<file path="src/rtl/fetch_pkg.sv">
// Shared fetch definitions: long-opcode marker, instruction length encoding
// and the boot address shared with the memory map.
package fetch_pkg;

  localparam logic [3:0]  LONG_OPC         = 4'hC;
  localparam int unsigned RESET_PC_DEFAULT = 0;

  typedef enum logic {
    LEN_SHORT = 1'b0,
    LEN_LONG  = 1'b1
  } len_e;

  function automatic logic [1:0] len_bytes(input len_e len);
    return (len == LEN_LONG) ? 2'd2 : 2'd1;
  endfunction

endpackage

</file>
<file path="src/rtl/fetch_byte_fifo.sv">
// Circular prefetch byte FIFO with single-byte push, 0/1/2-byte pop, flush,
// and a two-entry peek at the head for instruction assembly.
module fetch_byte_fifo #(
  parameter int unsigned DATA_WIDTH = 8,
  parameter int unsigned FIFO_DEPTH = 4
) (
  input  logic                          clk,
  input  logic                          rst,
  input  logic                          flush_i,
  input  logic                          wr_en_i,
  input  logic [DATA_WIDTH-1:0]         wr_data_i,
  input  logic [1:0]                    pop_cnt_i,
  output logic [$clog2(FIFO_DEPTH):0]   count_o,
  output logic [DATA_WIDTH-1:0]         head_o,
  output logic [DATA_WIDTH-1:0]         head_next_o
);

  localparam int unsigned PW = $clog2(FIFO_DEPTH);
  localparam int unsigned CW = PW + 1;

  logic [DATA_WIDTH-1:0] mem_q [FIFO_DEPTH];
  logic [PW-1:0]         wr_ptr_q, wr_ptr_d;
  logic [PW-1:0]         rd_ptr_q, rd_ptr_d;
  logic [PW-1:0]         rd_ptr_nx;
  logic [CW-1:0]         count_q, count_d;

  always_comb begin
    // NOTE: every next-state value gets a default first so no path infers a latch.
    wr_ptr_d = wr_ptr_q;
    rd_ptr_d = rd_ptr_q;
    count_d  = count_q;
    if (flush_i) begin
      wr_ptr_d = '0;
      rd_ptr_d = '0;
      count_d  = '0;
    end else begin
      if (wr_en_i) wr_ptr_d = wr_ptr_q + PW'(1);
      rd_ptr_d = rd_ptr_q + PW'(pop_cnt_i);
      count_d  = count_q + CW'(wr_en_i) - CW'(pop_cnt_i);
    end
  end

  always_ff @(posedge clk or negedge rst) begin
    if (!rst) begin
      wr_ptr_q <= '0;
      rd_ptr_q <= '0;
      count_q  <= '0;
    end else begin
      wr_ptr_q <= wr_ptr_d;
      rd_ptr_q <= rd_ptr_d;
      count_q  <= count_d;
    end
  end

  // NOTE: storage is not reset; count and pointers alone decide which entries are live.
  always_ff @(posedge clk) begin
    if (wr_en_i && !flush_i) mem_q[wr_ptr_q] <= wr_data_i;
  end

  assign rd_ptr_nx   = rd_ptr_q + PW'(1);
  assign count_o     = count_q;
  assign head_o      = mem_q[rd_ptr_q];
  assign head_next_o = mem_q[rd_ptr_nx];

endmodule

</file>
<file path="src/rtl/instr_fetch_unit.sv">
// Instruction fetch: streams bytes from memory into a prefetch FIFO, assembles
// 1/2-byte instructions for decode, and restarts on execute redirects.
module instr_fetch_unit
  import fetch_pkg::*;
#(
  parameter int unsigned ADDR_WIDTH = 8,
  parameter int unsigned DATA_WIDTH = 8,
  parameter int unsigned FIFO_DEPTH = 4,
  parameter int unsigned RESET_PC   = RESET_PC_DEFAULT
) (
  input  logic                    clk,
  input  logic                    rst,
  output logic [ADDR_WIDTH-1:0]   mem_addr,
  input  logic [DATA_WIDTH-1:0]   mem_data,
  input  logic                    redirect_valid,
  input  logic [ADDR_WIDTH-1:0]   redirect_pc,
  output logic                    out_valid,
  input  logic                    out_ready,
  output logic [2*DATA_WIDTH-1:0] out_instr,
  output logic                    out_len,
  output logic [ADDR_WIDTH-1:0]   out_pc
);

  localparam int unsigned CW = $clog2(FIFO_DEPTH) + 1;
  localparam logic [ADDR_WIDTH-1:0] RESET_ADDR = ADDR_WIDTH'(RESET_PC);

  logic [ADDR_WIDTH-1:0] fetch_pc_q, fetch_pc_d;
  logic [ADDR_WIDTH-1:0] head_pc_q, head_pc_d;
  logic [CW-1:0]         count;
  logic [DATA_WIDTH-1:0] head_byte, next_byte;
  logic [DATA_WIDTH-1:0] byte0, byte1;
  len_e                  len;
  logic                  has_byte0, has_byte1, has_instr;
  logic                  fetch_en, pop_en;
  logic [1:0]            pop_cnt;

  fetch_byte_fifo #(
    .DATA_WIDTH (DATA_WIDTH),
    .FIFO_DEPTH (FIFO_DEPTH)
  ) u_fifo (
    .clk         (clk),
    .rst         (rst),
    .flush_i     (redirect_valid),
    .wr_en_i     (fetch_en),
    .wr_data_i   (mem_data),
    .pop_cnt_i   (pop_cnt),
    .count_o     (count),
    .head_o      (head_byte),
    .head_next_o (next_byte)
  );

  assign mem_addr = fetch_pc_q;

  always_comb begin
    has_byte0 = (count != '0);
    has_byte1 = (count >= CW'(2));
    len       = (has_byte0 && head_byte[DATA_WIDTH-1 -: 4] == LONG_OPC) ? LEN_LONG : LEN_SHORT;
    has_instr = (len == LEN_LONG) ? has_byte1 : has_byte0;

    out_valid = !redirect_valid && has_instr;
    pop_en    = out_valid && out_ready;
    pop_cnt   = pop_en ? len_bytes(len) : 2'd0;
    // Full is judged on the pre-pop count: a draining full FIFO still skips this fetch.
    fetch_en  = !redirect_valid && (count < CW'(FIFO_DEPTH));

    fetch_pc_d = fetch_pc_q;
    head_pc_d  = head_pc_q;
    if (redirect_valid) begin
      fetch_pc_d = redirect_pc;
      head_pc_d  = redirect_pc;
    end else begin
      if (fetch_en) fetch_pc_d = fetch_pc_q + ADDR_WIDTH'(1);
      if (pop_en)   head_pc_d  = head_pc_q + ADDR_WIDTH'(pop_cnt);
    end

    // Unbuffered bytes read as zero so an empty FIFO presents a clean all-zero instruction.
    byte0     = has_byte0 ? head_byte : '0;
    byte1     = (len == LEN_LONG && has_byte1) ? next_byte : '0;
    out_instr = {byte0, byte1};
    out_len   = (len == LEN_LONG);
    out_pc    = head_pc_q;
  end

  always_ff @(posedge clk or negedge rst) begin
    if (!rst) begin
      fetch_pc_q <= RESET_ADDR;
      head_pc_q  <= RESET_ADDR;
    end else begin
      fetch_pc_q <= fetch_pc_d;
      head_pc_q  <= head_pc_d;
    end
  end

endmodule

</file>
<file path="config.mk">
export PLATFORM = sky130hd
export DESIGN_NAME = instr_fetch_unit
export DESIGN_NICKNAME = d
export VERILOG_FILES = /design/src/rtl/fetch_pkg.sv /design/src/rtl/fetch_byte_fifo.sv /design/src/rtl/instr_fetch_unit.sv
export SDC_FILE = /design/constraint.sdc
export NUM_CORES = 1
export LEC_CHECK = 0
export CAP_MARGIN = 20
export CORE_MARGIN = 3
export CORE_UTILIZATION = 56
export DETAILED_ROUTE_END_ITERATION = 16
export PLACE_DENSITY = 0.85
export RECOVER_POWER = 100
export SKIP_CTS_REPAIR_TIMING = 1
export SLEW_MARGIN = 20
export SYNTH_ARGS = -nofsm -noshare
export SYNTH_HDL_FRONTEND = slang
export SYNTH_SLANG_ARGS = --single-unit
</file>
<file path="constraint.sdc">
create_clock -name clk -period 8.78 [get_ports clk]
set_input_delay 0.878 -clock clk [delete_from_list [all_inputs] [get_ports clk]]
set_output_delay 0.878 -clock clk [all_outputs]
set_load 0.1 [all_outputs]
</file>
; Word level (Yosys, flattened, before mapping)
; Memory sizes are Yosys's and may differ from the RTL's.
; Cells that the tools add are included.
[totals]
out_inout_bits = 34
ff_bits = 23
in_bits = 20
n_memories = 1
ram_bits = 32
word_cells = 42
[op_classes]
mux = 16
addsub = 7
reduce_logical = 10
magnitude_cmp = 2
n_eq_ne = 1
[memory_table]
columns = name, depth, word_bits, read_ports, rd_clocked_by_memory_dff, wr, line
row1 = u_fifo.mem_q, 4, 8, 2, 0, 1, fetch_byte_fifo.sv:21  ; logic [DATA_WIDTH-1:0] mem_q [FIFO_DEPTH];
[ops]
columns = op, n
row1 = $mux 8, 6
row2 = $mux 2, 5
row3 = $add 8x1->8 const B, 1
row4 = $add 8x2->8, 1
row5 = $logic_and 1x1->1, 6
row6 = $add 2x1->2 const B, 2
row7 = $eq 4x4->1 const B, 1
row8 = $mux 1, 4
row9 = $reduce_bool 2->1, 2
row10 = $add 3x1->3, 1
row11 = $ge 3x2->1 const B, 1
row12 = $lt 3x3->1 const B, 1
row13 = $mux 3, 1
row14 = $reduce_bool 3->1, 1
row15 = $sub 3x2->3, 1
row16 = $add 2x2->2, 1
row17 = $logic_not 1->1, 1

; Depth between registers and ports, before layout
; An unclocked memory read counts as a cell.
[depth]
depth_word = 11
ltp_mapped = 12
depth_no_buf = 10

; By module
; From an unflattened synthesis, not the netlist that was laid out.
[hier_totals]
hier_cells = 211
area_unflattened_um2 = 2949.1
[modules_own_cells]
columns = module, seq_area_each_um2, cells_per_inst, area_per_inst_um2, n_inst
row1 = fetch_byte_fifo, 1136.1, 91, 1836.8, 1
row2 = instr_fetch_unit, 400.4, 120, 1112.3, 1

; Worst setup path before layout
; OpenSTA, ideal clock, no wires.
[synth_path]
path_type = register -> output
startpoint = register u_fifo.rd_ptr_q[0]
endpoint = output port out_instr[0]
arrival_ns = 5.105
n_path_buf = 1
t_required_ns = 7.902
setup_slack_ns = 2.797
path_stages_with_launch = 7
path_cell_list = dfrtp_1 -> buf_6 -> mux4_2 -> nor2b_1 -> and2b_1 -> o21ai_0 -> nor2b_1
[synth_via]
elab_chain_len = 6
word_cells_on_any_way = 7
cone_classes = add/sub: 1 / eq/ne: 1 / mux: 2 / reduce/logical: 2 / memory: 1
[synth_rtl]
columns = element, line
row1 = "start, declared", fetch_byte_fifo.sv:23  ; logic [PW-1:0] rd_ptr_q, rd_ptr_d;
row2 = "start signal, assigned", fetch_byte_fifo.sv:50  ; rd_ptr_q <= rd_ptr_d;
row3 = $mem_v2 4x8, -
row4 = $eq 4x4->1, instr_fetch_unit.sv:57  ; len = (has_byte0 && head_byte[DATA_WIDTH-1 -: 4] == LONG_OPC) ? LEN_LONG : LEN_SHORT;
row5 = $logic_and 1x1->1, instr_fetch_unit.sv:57
row6 = $mux 1, instr_fetch_unit.sv:57
row7 = via out_len, instr_fetch_unit.sv:20  ; output logic out_len,
row8 = $logic_and 1x1->1, instr_fetch_unit.sv:78  ; byte1 = (len == LEN_LONG && has_byte1) ? next_byte : '0;
row9 = $mux 8, instr_fetch_unit.sv:78
row10 = "end, declared", instr_fetch_unit.sv:19  ; output logic [2*DATA_WIDTH-1:0] out_instr,
; The timed path passes the listed nets, and every way through them passes these cells.

; Worst setup path in the final report
[layout_path]
startpoint = register u_fifo.rd_ptr_q[0]
endpoint = output port out_instr[7]
[layout_via]
elab_chain_len = 6
word_cells_on_any_way = 7
cone_classes = add/sub: 1 / eq/ne: 1 / mux: 2 / reduce/logical: 2 / memory: 1
[layout_rtl]
columns = element, line
row1 = $mem_v2 4x8 *, -
row2 = $eq 4x4->1, instr_fetch_unit.sv:57
row3 = $logic_and 1x1->1, instr_fetch_unit.sv:57
row4 = $mux 1, instr_fetch_unit.sv:57
row5 = $logic_and 1x1->1, instr_fetch_unit.sv:78
row6 = $mux 8 *, instr_fetch_unit.sv:78
; Every way passes the cells marked *; elsewhere a longest branch is shown, timed or not.

==> metrics.csv <==
metric,value,unit
crit_required,7.90,ns
fmax,0.1932,GHz
clock_latency,0.31,ns
timing.critical_path.cells,mux4_2 > or3b_4 > and2b_1 > o21ai_0 > nor2b_1 > dlygate4sd3_1,
synth_common_cells,"edfxtp_1 (32), dfrtp_1 (23), nor2b_1 (20), nor2_1 (14), mux4_2 (13)",
syn_avg_cell_area,13.37,µm²
nNetsFinal,301,
grt_overflow,0,
post-route-min-period,5.175,ns
p_per_area,303.1,mW/mm²
clk_pin_slew,0.10,ns
internal_power,575.3,µW
hpwl,4.291,mm
seqPwrFrac,34.6,%
regArea,0.001536,mm²
synth_most_common_cell,edfxtp_1,
crit_family,buffers and inverters,
die_w,78.14,µm
p_sw,511.9,µW
first_global_vias,2005,
timing.rr.start,u_fifo.rd_ptr_q[0]$_DFF_PN0_,
fin_skew,0.007651,ns
hold_path_class,flop to flop,
cts_inserted_buffers,5,
critPathMaxFanout,17,
nFillCells,352,
slew_headroom,20.50,%
wl_per_cell,17.16,µm
portBuffers,53,
grt_max_degree,27,
grt_pass1_wl,9.915,mm
drive_gt1_share,9.225,%
critPathCaptureType,primary output,
io_pins,54,
r2r_cells,9,
place_ws,3.916,ns
cp_slowest_stage_delay,1.22,ns
synth_top_area_cell,edfxtp_1,
clockBufferDepth,2,
period_share,58.94,%
sw_frac_of_total,47.09,%
areaGrowthSynthToFinish,23.10,%
initial_utilization,59.72,%
worstMarginPinSlew,1.193,ns
worst_ir_drop_vdd,0.1982,mV
fin_ws,3.605,ns
holdPathEnd,out_pc[7]$_DFFE_PN0P_,
cts_max_level,2,
p_comb_share,49.4,%
pwr-share-clk,16.0,%
critPathBufInv,1,
hold_viol,0,
setup_viol,0,
syn_nets,249,
multiInputGateArea,0.001272,mm²
design.core.area,0.004880,mm²
cts_root_buffer,clkbuf_8,
ant_nets,0,
worstSetupStartpointType,flop,
ys_ff_latch,55,
viasPerCell,5.713,
synth_warnings,0,
rsz0062_at_grt,false,
outcome,"complete, no violations",
cp_slowest_cell,dlygate4sd3_1,
yosysTopAreaCellShare,32.98,%
cap_violations,0,
seq_area_frac_synth,52.73,%
antenna_found_initial,0,
grt_use_total,21.09,%
setup_tns,0,ns
cts.sinks,55,
maxSlewViolCount,0,
crit-reg2reg-capture,u_fifo.count_o[2]$_DFF_PN0_,
wirelength,5.799,mm
syn_inst,218,
die_y,78.14,µm
critical_path_class,flop to primary output,
drc,0,
drtPass1Iterations,4,
num_vias,1931,
die_area,0.006105,mm²
syn_area,0.002914,mm²
antenna_cells,0,
std_cell_rows,25,
synthTopCellsByArea,"edfxtp_1 (33%), dfrtp_1 (20%), mux4_2 (10%)",
hold_depth,2,
hold_path.startpoint,out_pc[7]$_DFFE_PN0P_,
synthFlopType,edfxtp_1,
async_flop_share,41.82,%
synth_cell_types,45,
cp.arrival,4.30,ns
tritoncts,yes,
synth_edf_count,32,
rrSetupSlack,5.14,ns
drtIter0Drc,71,
place.gp.congestion,0.7615,
p_leak,0.001387,µW
==> cells by family after synthesis <==
kind of cell,share of synthesized area [%]
flip-flops,52.73
AO/OA/AOI/OAI,6.355
adder cells (fa/ha/maj),5.238
AND/OR/NAND/NOR,13.70
XOR/XNOR,3.907
multiplexers,14.94
buffers and inverters,3.134
==> sequential cells by signal, summed over array words and instances (netlist names) <==
| signal | cells |
|---|---|
| u_fifo.count_o | 3 |
| u_fifo.rd_ptr_q | 2 |
| out_pc | 8 |
| u_fifo.mem_q | 32 |
| u_fifo.wr_ptr_q | 2 |
| mem_addr | 8 |
==> layout make-up <==
class                           count  share of cell area [%]
Clock buffer                        6                   2.302
Clock inverter                      2                   1.081
Inverter                           10                   1.046
Multi-Input combinational cell    143                   35.47
Sequential cell                    55                   42.83
Tap cell                           67                   2.337
Timing Repair Buffer               55                   14.93
==> worst max path at each step <==
| stage | start | end | cells after the start |
|---|---|---|---|
| floorplan | u_fifo.rd_ptr_q[0]$_DFF_PN0_ | out_instr[0] | 6 |
| global placement | u_fifo.rd_ptr_q[0]$_DFF_PN0_ | out_instr[0] | 6 |
| detailed placement | u_fifo.rd_ptr_q[0]$_DFF_PN0_ | out_instr[4] | 6 |
| CTS | u_fifo.rd_ptr_q[0]$_DFF_PN0_ | out_instr[4] | 6 |
| global route | u_fifo.rd_ptr_q[0]$_DFF_PN0_ | out_instr[4] | 6 |
| finish | u_fifo.rd_ptr_q[0]$_DFF_PN0_ | out_instr[7] | 6 |
==> per-stage QoR <==
stage / cells / hold WS (ns) / power, µW / cell area (µm²) / util, %
2_1_floorplan: 218 / 0.5420 / 805.8 / 2914 / -
3_3_place_gp: 330 / 0.5719 / 925.2 / 3490 / 71.51
3_5_place_dp: 330 / 0.5854 / 939.4 / 3490 / 71.51
4_1_cts: 338 / 0.6124 / 1115 / 3611 / 74.00
5_1_grt: 338 / 0.6382 / 1142 / 3587 / 73.51
6_report: 338 / 0.6046 / 1087 / 3587 / 73.51
==> worst register-to-register path, cell delays in order (launching register included) <==
cell and delay [ns]:
dfrtp_1 0.87, mux4_2 0.64, or3b_4 0.42, nand4b_1 0.34, ha_1 0.38, inv_1 0.05
fa_1 0.42, xor2_1 0.18, xnor2_1 0.14, nor2_1 0.05
==> layout by cell type, fill, tap and decap left out, types with 3 or more instances in the layout <==
cell	n
dlygate4sd3_1	43
edfxtp_1	32
dfrtp_1	23
nor2b_1	20
nor2_1	14
mux4_2	13
nand2_1	10
inv_1	10
ha_1	9
clkdlybuf4s50_1	9
o21ai_0	8
xnor2_1	8
and3_1	6
clkbuf_8	6
and2_0	5
xor2_1	5
a21oi_1	4
mux4_1	3
nor3_1	3
mux2i_1	3
==> per-layer routing <==
layer | up-vias | GRT usage (%) | share of wire (%)
met5 | - | 0 | 0
met4 | 0 | 5.769 | 1.5
met3 | 8 | 4.587 | 4.5
met2 | 49 | 36.13 | 52
met1 | 966 | 27.27 | 42
li1 | 908 | - | -
==> power by group through the flow <==
stage	logic (µW)	registers (µW)	clock network (µW)
2_1_floorplan	344	462	0
3_3_place_gp	548	378	0
3_5_place_dp	557	382	0
4_1_cts	560	376	179
5_1_grt	567	385	190
6_report	537	376	174
(Power assumes the default switching activity.)
